**src/rtl/uart_tx.sv**
```systemverilog
// Transmit serializer for a 16550-style UART: start, 5-8 data bits LSB first, optional parity, 1-2 stop bits.
// Optional UART_TX_BREAK_EN adds tx_break, which forces txd low while the state machine keeps running.
module uart_tx (
    input  logic       clk,
    input  logic       rst,
    input  logic [7:0] tx_data,
    input  logic       tx_start,
    output logic       tx_busy,
    input  logic [3:0] data_bits,
    input  logic       parity_en,
    input  logic       parity_even,
    input  logic [1:0] stop_bits,
    input  logic       tick,
`ifdef UART_TX_BREAK_EN
    input  logic       tx_break,
`endif
    output logic       txd,
    output logic       enable_baud
);

    typedef enum logic [2:0] {
        IDLE   = 3'd0,
        START  = 3'd1,
        DATA   = 3'd2,
        PARITY = 3'd3,
        STOP   = 3'd4
    } state_t;

    state_t     r_state, w_state_next;
    logic [7:0] r_data, w_data_next;
    logic [2:0] r_last, w_last_next;
    logic       r_par_en, w_par_en_next;
    logic       r_par_even, w_par_even_next;
    logic       r_two_stop, w_two_stop_next;
    logic [2:0] r_idx, w_idx_next;
    logic       r_stop_cnt, w_stop_cnt_next;
    logic       r_line, w_line_next;
    logic       r_busy, w_busy_next;

    logic [7:0] w_mask;
    logic [2:0] w_idx_inc;
    logic [2:0] w_last_clamped;
    logic       w_parity;

    // Only bits inside the latched data length contribute to parity.
    genvar gi;
    generate
        for (gi = 0; gi < 8; gi++) begin : g_mask
            assign w_mask[gi] = (3'(gi) <= r_last);
        end
    endgenerate

    assign w_parity  = r_par_even ? ^(r_data & w_mask) : ~(^(r_data & w_mask));
    assign w_idx_inc = r_idx + 3'd1;

    // Last bit index; 3-bit wrap maps a length of 8 onto index 7.
    assign w_last_clamped = (data_bits < 4'd5) ? 3'd4 :
                            (data_bits > 4'd8) ? 3'd7 :
                            (data_bits[2:0] - 3'd1);

    always_comb begin
        w_state_next    = r_state;
        w_data_next     = r_data;
        w_last_next     = r_last;
        w_par_en_next   = r_par_en;
        w_par_even_next = r_par_even;
        w_two_stop_next = r_two_stop;
        w_idx_next      = r_idx;
        w_stop_cnt_next = r_stop_cnt;
        w_line_next     = r_line;
        w_busy_next     = r_busy;

        case (r_state)
            IDLE: begin
                w_line_next = 1'b1;
                if (tx_start) begin
                    w_data_next     = tx_data;
                    w_last_next     = w_last_clamped;
                    w_par_en_next   = parity_en;
                    w_par_even_next = parity_even;
                    w_two_stop_next = stop_bits[1];
                    w_idx_next      = 3'd0;
                    w_stop_cnt_next = 1'b0;
                    w_line_next     = 1'b0;
                    w_busy_next     = 1'b1;
                    w_state_next    = START;
                end
            end
            START: begin
                if (tick) begin
                    w_line_next  = r_data[0];
                    w_idx_next   = 3'd0;
                    w_state_next = DATA;
                end
            end
            DATA: begin
                if (tick) begin
                    if (r_idx < r_last) begin
                        w_idx_next  = w_idx_inc;
                        w_line_next = r_data[w_idx_inc];
                    end else if (r_par_en) begin
                        w_line_next  = w_parity;
                        w_state_next = PARITY;
                    end else begin
                        w_line_next     = 1'b1;
                        w_stop_cnt_next = 1'b0;
                        w_state_next    = STOP;
                    end
                end
            end
            PARITY: begin
                if (tick) begin
                    w_line_next     = 1'b1;
                    w_stop_cnt_next = 1'b0;
                    w_state_next    = STOP;
                end
            end
            STOP: begin
                w_line_next = 1'b1;
                if (tick) begin
                    if (r_stop_cnt || !r_two_stop) begin
                        w_busy_next  = 1'b0;
                        w_state_next = IDLE;
                    end else begin
                        w_stop_cnt_next = 1'b1;
                    end
                end
            end
            default: begin
                w_line_next  = 1'b1;
                w_busy_next  = 1'b0;
                w_state_next = IDLE;
            end
        endcase
    end

    always_ff @(posedge clk) begin
        if (!rst) begin
            r_state    <= IDLE;
            r_data     <= 8'd0;
            r_last     <= 3'd0;
            r_par_en   <= 1'b0;
            r_par_even <= 1'b0;
            r_two_stop <= 1'b0;
            r_idx      <= 3'd0;
            r_stop_cnt <= 1'b0;
            r_line     <= 1'b1;
            r_busy     <= 1'b0;
        end else begin
            r_state    <= w_state_next;
            r_data     <= w_data_next;
            r_last     <= w_last_next;
            r_par_en   <= w_par_en_next;
            r_par_even <= w_par_even_next;
            r_two_stop <= w_two_stop_next;
            r_idx      <= w_idx_next;
            r_stop_cnt <= w_stop_cnt_next;
            r_line     <= w_line_next;
            r_busy     <= w_busy_next;
        end
    end

`ifdef UART_TX_BREAK_EN
    logic r_txd;

    always_ff @(posedge clk) begin
        if (!rst) begin
            r_txd <= 1'b1;
        end else begin
            r_txd <= w_line_next & ~tx_break;
        end
    end

    assign txd = r_txd;
`else
    assign txd = r_line;
`endif

    assign tx_busy     = r_busy;
    assign enable_baud = r_busy;

endmodule

```
**config.mk**
```make
export PLATFORM = sky130hd
export DESIGN_NAME = uart_tx
export DESIGN_NICKNAME = d
export VERILOG_FILES = /design/src/rtl/uart_tx.sv
export SDC_FILE = /design/constraint.sdc
export NUM_CORES = 1
export LEC_CHECK = 0
export CAP_MARGIN = 20
export CORE_MARGIN = 2
export CORE_UTILIZATION = 57
export DETAILED_ROUTE_END_ITERATION = 16
export HOLD_SLACK_MARGIN = 0.15
export PLACE_DENSITY_LB_ADDON = 0.15
export SYNTH_ARGS = -nofsm -noshare
export SYNTH_HDL_FRONTEND = slang
export SYNTH_SLANG_ARGS = --single-unit
```
**constraint.sdc**
```tcl
create_clock -name clk -period 5.7 [get_ports clk]
set_input_delay 0.57 -clock clk [delete_from_list [all_inputs] [get_ports clk]]
set_output_delay 0.57 -clock clk [all_outputs]
set_load 0.05 [all_outputs]
```
==> results of run 1 <==
-- metrics by stage --
step | total power [mW] | hold WS [ps]
3_3_place_gp | 0.3659 | 460.9
2_1_floorplan | 0.3331 | 444.0
3_5_place_dp | 0.3731 | 473.2
4_1_cts | 0.4485 | 490.7
6_report | 0.4455 | 483.9
5_1_grt | 0.4771 | 514.3
-- sequential cells by signal, indices dropped and copies added, names as in the netlist --
signal and flops:
enable_baud 1, r_idx 3, r_par_en 1, r_stop_cnt 1, r_data 8, txd 1
r_last 3, r_par_even 1, r_two_stop 1, r_state 3
-- power by group through the flow --
stage / logic, mW / clock network (mW) / registers [mW]
4_1_cts: 0.160 / 0.0784 / 0.210
2_1_floorplan: 0.123 / 0 / 0.210
3_5_place_dp: 0.159 / 0 / 0.214
5_1_grt: 0.176 / 0.0858 / 0.215
3_3_place_gp: 0.154 / 0 / 0.212
6_report: 0.158 / 0.0762 / 0.211
-- cell families after synthesis --
family | Yosys count
multiplexers | 5
AND/OR/NAND/NOR | 69
XOR/XNOR | 7
flip-flops | 23
AO/OA/AOI/OAI | 51
buffers and inverters | 18
adder cells (fa/ha/maj) | 4
-- final cells by class --
cell class / count / area, um2
inverters: 9 / 35.03
fillers: 210 / 790.8
well taps: 30 / 37.54
multi-input cells: 136 / 872.1
flip-flops and latches: 23 / 460.4
clock buffers: 4 / 26.28
repair buffers: 21 / 210.2
-- synthesized netlist by cell type (all sizes together), types with 2 or more instances --
master / number / area [um2]
o21ai: 12 / 63.81
nand2b: 5 / 33.78
buf: 6 / 46.29
nand3b: 2 / 15.01
mux2i: 3 / 30.03
a21o: 2 / 16.27
nor2b: 5 / 31.28
inv: 8 / 30.03
mux4: 2 / 48.80
a31oi: 3 / 33.78
a21oi: 12 / 60.06
clkbuf: 3 / 11.26
a21boi: 14 / 105.1
dfxtp: 23 / 460.4
nand3: 4 / 20.02
nor2: 10 / 37.54
nand2: 34 / 130.1
ha: 4 / 50.05
xnor2: 7 / 68.82
o22ai: 2 / 12.51
nor3: 4 / 25.02
-- metal layers --
| metal | vias to the layer above | global-route usage [%] |
|---|---|---|
| li1 | 639 | - |
| met1 | 599 | 27.72 |
| met2 | 27 | 42.48 |
| met3 | 9 | 2.500 |
| met4 | 0 | 10.42 |
| met5 | - | 0 |
-- worst max-delay path by stage --
stage,startpoint,end,slack (ps),depth (start not counted)
3_3_place_gp,tx_start,r_last[1],3520,5
3_5_place_dp,tx_start,r_data[3],3460,5
6_report,enable_baud,tx_busy,3640,1
2_1_floorplan,r_last[2],r_idx[1],3900,8
4_1_cts,enable_baud,tx_busy,3630,1
5_1_grt,tx_start,r_data[2],3570,5
==> results, run 1 <==
- The run finished with clean final reports.
- OpenSTA, run right after detailed placement, puts the worst setup slack at roughly 3500 ps.
- The measured slew at the worst slew-check pin is 781.4 ps.
- The worst hold path begins at r_par_even.
- Summed over all layers, the global routing overflow is 0.
- Detailed routing placed a total of between 100 and 150 um of wire on met3.
- The overall die width is ~54 um.
- The via total after detailed routing is around 1300.
- The number of antenna cells inserted is 0.
- In this run the cell area measured after placement is about 1600 um2.
- The wire length per cell after detailed routing is 13.21 um.
- Routed signal wires occupy layers up through met4.
- The period utilization is a little over a third.
- After clock tree synthesis, the flow added hold-fix buffers numbering 0.
- In this run the deepest clock path goes through 2 buffers.
- The total number of nets in the final design is 218.
- The number of remaining DRC errors is 0.
- Timing would allow up to 485.2 MHz.
- The count of boundary I/O pins is 23.
- Traced cell by cell, the critical path runs through clkdlybuf4s50_1.
- The number of antenna violations at the first check in global routing is 0.
- Setup violations remaining at the end of the flow were counted as 0.
- The tightest min-delay check is of the reg2reg type.
- Together, buffers and inverters on the worst path number 1.
- The relative contribution of the clock network to total power is 17.1%.
- In this run the number of H-tree levels came out at 1.
- The number of flops mapped to enable cells by yosys is 0.
- Clock-pin slew was measured on the worst setup and hold paths at ~120 ps.
- A synthesized cell averages between 8 and 9 um2.
- In this run switching power makes up roughly 37% of total power.
- Setup slack on the worst reg-to-reg path comes out at 3720 ps.
- The post-detailed-route count of antenna-violating nets is 0.
- The worst setup path is captured at an output pin.
- The type of the setup path with the least slack is reg2out.
- In this run the critical register-to-register path is captured at r_idx[1].
- The fraction of the mapped netlist area in compound gates is between 20% and 30%.
- The portion of the post-synthesis area used by sequential elements is between 30% and 40%.
- The analysis attributes to net switching a power of around 0.17 mW.
- Among all flip-flop cells after synthesis, the most frequent one is sky130_fd_sc_hd__dfxtp_1.
- The post-cts gate resize count is 0.
- Setup repair after global routing left no endpoint under its margin.
- The height of the die is between 50 and 60 um.
- The effective utilization at floorplan is between 50% and 60%.
- The post-synth net total is ~200.
- The number of failing hold endpoints at the final stage is 0.
- The clock period minus worst slack is between 2000 and 2500 ps.
- Across the VDD grid, the largest voltage drop is roughly 0.22 mV.
- The congestion estimate from routability-driven global placement came to 0.7718.
- During synthesis, Yosys emitted a total of 0 warnings.
- The number of setup buffers added after CTS is 0.
- The met1 routed wirelength after detailed routing is roughly 1300 um.
- The total clock sinks is 23.
- The number of stages on the worst hold path is 2.
- The cell area that synthesis handed to floorplanning was between 1000 and 1500 um2.
- The row count is 18.
- The worst setup path is launched from a flop.
- The cell depth of the worst flop-to-flop path is 8.
- The final layout contains routed wiring with a total length of between 2000 and 3000 um.
- In the layout the commonest cells are 33 x sky130_fd_sc_hd__nand2_1, 23 x sky130_fd_sc_hd__dfxtp_1, 21 x sky130_fd_sc_hd__clkdlybuf4s50_1, 12 x sky130_fd_sc_hd__a21oi_1, 10 x sky130_fd_sc_hd__nor2_1.
- The xor-xnor portion of the synthesized cell area is 4.829%.
- In this run, distinct cell masters in the synthesized netlist total 45.
- The count of non-filler cells in the finished layout is between 200 and 250.
- Power spread over the standard cell area amounts to roughly 270 nW/um2.
- In this design, the stage delay of the slowest critical-path cell is slightly above 800 ps.
- The arrival time of data at the critical path endpoint is between 1000 and 1500 ps.
- The standard cell core area is between 2000 and 2500 um2.
- Counting flops with an async set or reset pin after synthesis yields a share of 0%.
- The kind of cell with the highest combined delay along the critical path is buffers and inverters.
- The most common library cell in the layout ignoring fill and taps is sky130_fd_sc_hd__nand2_1.
- The number of DRC violations after detailed-routing iteration 0 is 30.
- Internal power comes to roughly 0.28 mW.
- TritonCTS built the clock tree.
- On the critical path, the stage with the largest delay is an instance of sky130_fd_sc_hd__clkdlybuf4s50_1.
- The proportion of power drawn by combinational gates is 35.4%.
- The insertion delay to the later sink of the worst-skew pair is a little over 300 ps.
- Data on the critical path is required at its endpoint by roughly 5100 ps.
- After detailed placement, the design holds a cell count of around 220.
- Of the total power, registers draw roughly 47%.
- The count of final max-slew check failures is 0.
- Dividing the detail-routed via count by the number of cells gives around 5.7.
- The worst clock skew is around 1.3 ps.
- The beginning of the worst register-to-register path is r_last[2].
- Entering global routing, the biggest net connects 25 pins.
- The post-synthesis adder-cell area fraction is around 3.5%.
- Global routing consumed, over all layers together, a little under a quarter of the routing resources.
- The first detailed-routing pass ran for 5 iterations.
- In the final timing run, aggregate negative setup slack is 0 ps.
- The share of synthesized area spent on multiplexers is about 5.5%.
- The CTS root buffer is sky130_fd_sc_hd__clkbuf_4.
- The worst hold path terminates at r_par_even.
- For this run, the share of the core covered by cells in the final layout is 67.49%.
- The layout cell share with drive strength beyond 1 is approximately 7.3%.
- The half-perimeter wire length of the detailed placement result is 2218 um.
- The number of global-route vias before repair was roughly 1200.
- In the post-route analysis, the smallest setup slack over all paths is approximately 3600 ps.
- The gate count of the mapped netlist is 177.
- TritonCTS created 3 clock buffers.
- By area, the combinational part of the netlist is dominated by compound AO/OA/AOI/OAI gates.
- The post-route cell area is about 1600 um2.
- The largest fanout on the critical path is 3.
- The total leakage power is about 0.64 nW.
- Max-cap violations in this run came to 0.
- The post-synthesis register bit count is 23.
- The met2 wire length is around 1500 um.
- Of the total synthesized cell area, the portion taken by AND, OR, NAND and NOR gates is around a quarter.
- In this run the tightest slew margin relative to its limit is between 40% and 50%.
- The first global-routing pass estimated 4912 um of wire.
- The number of input and output port buffers inserted is 21.
- The die covers just under 3000 um2.
- The area growth from synthesis to layout is 15.19%.
(Power assumes the default switching activity.)
==> run 2: changes to the inputs <==
--- a/config.mk
+++ b/config.mk
@@ -7,7 +7,7 @@
 export LEC_CHECK = 0
 export CAP_MARGIN = 20
 export CORE_MARGIN = 2
-export CORE_UTILIZATION = 57
+export CORE_UTILIZATION = 47
 export DETAILED_ROUTE_END_ITERATION = 16
 export HOLD_SLACK_MARGIN = 0.15
 export PLACE_DENSITY_LB_ADDON = 0.15
==> constraint.sdc (replaced) <==
create_clock -name clk -period 1.67 [get_ports clk]
set_input_delay 0.167 -clock clk [delete_from_list [all_inputs] [get_ports clk]]
set_output_delay 0.167 -clock clk [all_outputs]
set_load 0.05 [all_outputs]
==> run 2 against run 1 <==
Effect of this change:
- the flow now finishes with violations (setup timing)
- setup slack got worse by 3700 ps
- die area grew 20%
- core utilization fell by 3.3 points
- sequential share of layout area shrank 2.2 points
- clock skew rose by 0.87 ps
- critical path depth up 5
- non-clock buffer count grew 15
- wire length rose by 3.8%
- register-to-register slack lost 3800 ps
==> results, run 2 (synthesis results as in run 1) <==
- The number of antenna cells inserted is 0 (unchanged).
- The placer's final routability congestion estimate is 0.7734 (+0.21%).
- The final-report setup violation count is 1 (+1).
- The global-route usage over all layers is 19.94% (-3.6 points).
- The number of input and output port buffers inserted came to 21 (unchanged).
- The reg-to-reg setup timing slack is -70 ps (-3790 ps).
- The wire length per cell after detailed routing was 12.79 um (-3.1%).
- The layout cell share with drive strength beyond 1 came to 21.15% (+14 points).
- The total leakage power was 0.7198 nW (+12%).
- The critical path is of the reg2reg type.
- Setup repair after global routing could not meet its margin everywhere.
- The timing-limited maximum frequency is about 570 MHz.
- The insertion delay to the later sink of the worst-skew pair was 320 ps (about the same).
- The ratio of routed vias to standard cells is 5.556 (-2.7%).
- The overall die width is 59.07 um (+9.4%).
- The power per unit of standard cell area was 902.0 nW/um2 (+230%).
- The worst hold-check slack is 370.3 ps (-113.6 ps).
- The area of the die is 3489 um2 (+20%).
- The total number of H-tree levels is 1 (unchanged).
- The count of final max-slew check failures came to 0 (unchanged).
- The via total after detailed routing is 1328 (+4.2%).
- The standard cell core area is 2829 um2 (+16%).
- The headroom to the max-slew limit is 66.38% (+19 points).
- The final reports fail on setup timing.
- The number of DRC violations after detailed-routing iteration 0 is 57 (+90%).
- The cell depth of the worst flop-to-flop path is 6 (-2).
- The worst clock skew came to 2.210 ps (+0.8702 ps).
- The number of failing hold endpoints at the final stage is 0 (unchanged).
- The post-route worst setup slack is -73.88 ps (-3713 ps).
- Following the worst setup path forward leads to its endpoint at txd.
- The number of antenna violations at the first check in global routing is 0 (unchanged).
- In this run the clock root is driven by a sky130_fd_sc_hd__clkbuf_4.
- The cell with the largest stage delay on the worst path is sky130_fd_sc_hd__mux4_2.
- The area growth from synthesis to layout is 27.48%.
- The count of hold buffers inserted by post-cts repair was 0 (unchanged).
- Walking the worst path, the cells encountered are ha_4, mux4_2, mux2i_2, o2111ai_2, nor2_1, a21oi_1.
- The clock transition time at the flip-flop clock pins of the worst setup and hold paths is 140 ps (+20 ps).
- The total number of nets in the final design is 233 (+6.9%).
- The run finished, with violations left.
- On the critical path the largest part of the delay comes from multiplexers.
- The effective utilization at floorplan was 50.38% (-8.2 points).
- The critical path depth in cells is 6 (+5).
- The worst setup path is captured at a flop.
- The overall overflow remaining after global route was 0 (unchanged).
- The total clock sinks came to 23 (unchanged).
- The largest fanout on the critical path is 2 (-1).
- The count of boundary I/O pins came to 23 (unchanged).
- The worst supply voltage drop on vdd came to 0.7558 mV (+240%).
- The core occupancy in the finished layout is 64.22% (-3.3 points).
- The tightest min-delay check is of the in2reg type.
- The post-CTS setup-driven buffer insertion count is 0 (unchanged).
- The number of remaining DRC errors was 0 (unchanged).
- The measured slew at the worst slew-check pin is 503.5 ps (-277.9 ps).
- In the layout the commonest cells are 32 x sky130_fd_sc_hd__nand2_1, 18 x sky130_fd_sc_hd__clkdlybuf4s50_1, 17 x sky130_fd_sc_hd__dfxtp_1, 14 x sky130_fd_sc_hd__buf_4, 12 x sky130_fd_sc_hd__a21oi_1.
- The most common library cell in the layout ignoring fill and taps is sky130_fd_sc_hd__nand2_1.
- The number of global-route vias before repair is 1208 (+3.4%).
- The final wirelength is 3058 um (+3.8%).
- The critical path's largest stage delay came to 490 ps (-330 ps).
- Counting flops per register, the top entry is r_data.
- The clock period minus worst slack is between 1500 and 2000 ps.
- The number of iterations in the first detailed-routing pass came to 4 (-1).
- The post-detailed-route count of antenna-violating nets came to 0 (unchanged).
- The half-perimeter wire length of the detailed placement result is 2335 um (+5.3%).
- The filler cell count is 247 (+18%).
- The global-route wire length before repair is 5347 um (+8.9%).
- The height of the die is 59.07 um (+9.4%).
- The timing startpoint of the critical path is r_idx[0].
- The worst setup path is launched from a flop.
- The beginning of the worst register-to-register path is r_idx[0].
- The row count is 19 (+1).
- The worst path uses 104.4% of the clock period.
- The maximum buffer depth of the clock tree is 2 (unchanged).
- The number of maximum-capacitance violations came to 0 (unchanged).
- The pin count of the biggest net entering global routing is 16 (-36%).
- The arrival time of data at the critical path endpoint came to 1970 ps (+480 ps).
- The startpoint of the lowest-slack hold path is stop_bits[1].
- The worst register-to-register path ends at txd.
- The number of flip-flops in the largest register was 8 (unchanged).
- The CTS tree is yes.
- The number of CTS-inserted buffers is 3 (unchanged).
- The number of buffers and inverters on the critical path came to 0 (-1).
- The data required time at the worst endpoint is 1900 ps (-3230 ps).
- The post-placement worst setup slack is -45.58 ps (-3503 ps).
==> run 2: through the flow <==
| step | instance area [um2] | setup TNS, ps | power, mW | std cells |
|---|---|---|---|---|
| after floorplan | 1451 | 0 | 1.143 | 177 |
| after global placement | 1755 | -62.00 | 1.326 | 235 |
| after detailed placement | 1755 | -109.8 | 1.348 | 235 |
| after CTS | 1790 | -44.12 | 1.628 | 239 |
| after global routing | 1817 | -458.5 | 1.763 | 239 |
| final | 1817 | -73.88 | 1.639 | 239 |
==> run 2: power by group <==
group | total (mW) | switching (mW) | internal [mW]
Sequential | 0.699 | 0.0808 | 0.618
Combinational | 0.657 | 0.345 | 0.313
Clock | 0.282 | 0.189 | 0.0935
==> run 2: worst reg2reg max path, cell delays in order (launching register included) <==
cell and delay (ps):
sky130_fd_sc_hd__dfxtp_4 380, sky130_fd_sc_hd__ha_4 270, sky130_fd_sc_hd__mux4_2 490, sky130_fd_sc_hd__mux2i_2 190, sky130_fd_sc_hd__o2111ai_2 130, sky130_fd_sc_hd__nor2_1 120, sky130_fd_sc_hd__a21oi_1 70
==> run 2: worst min-delay path by stage <==
stage,end,slack (ps),cells after the start
global route,r_data[5],370,3
floorplan,r_data[1],300,2
global placement,r_par_even,460,2
CTS,r_two_stop,370,3
finish,r_two_stop,370,3
detailed placement,r_data[1],480,2
==> run 2: layout make-up <==
cell class	instances	area [um2]	area share, %
multi-input combinational	136	917.1	50.48
sequential	23	470.5	25.90
timing repair buffer	36	326.6	17.98
tap	31	38.79	2.135
inverter	9	35.03	1.928
clock buffer	3	22.52	1.240
clock inverter	1	6.256	0.3444
==> run 2: repair_timing <==
item	in CTS	in global routing
pin swaps	5	1
gates resized for setup	6	8
cloned	0	0
endpoints found under the setup margin	7	9
==> run 2: metal layers <==
metal | up-vias | GRT usage [%] | share of wire [%]
li1 | 670 | - | -
met1 | 623 | 26.15 | 45
met2 | 29 | 33.65 | 49
met3 | 6 | 3.930 | 4.3
met4 | 0 | 4.870 | 1.3
met5 | - | 0 | 0
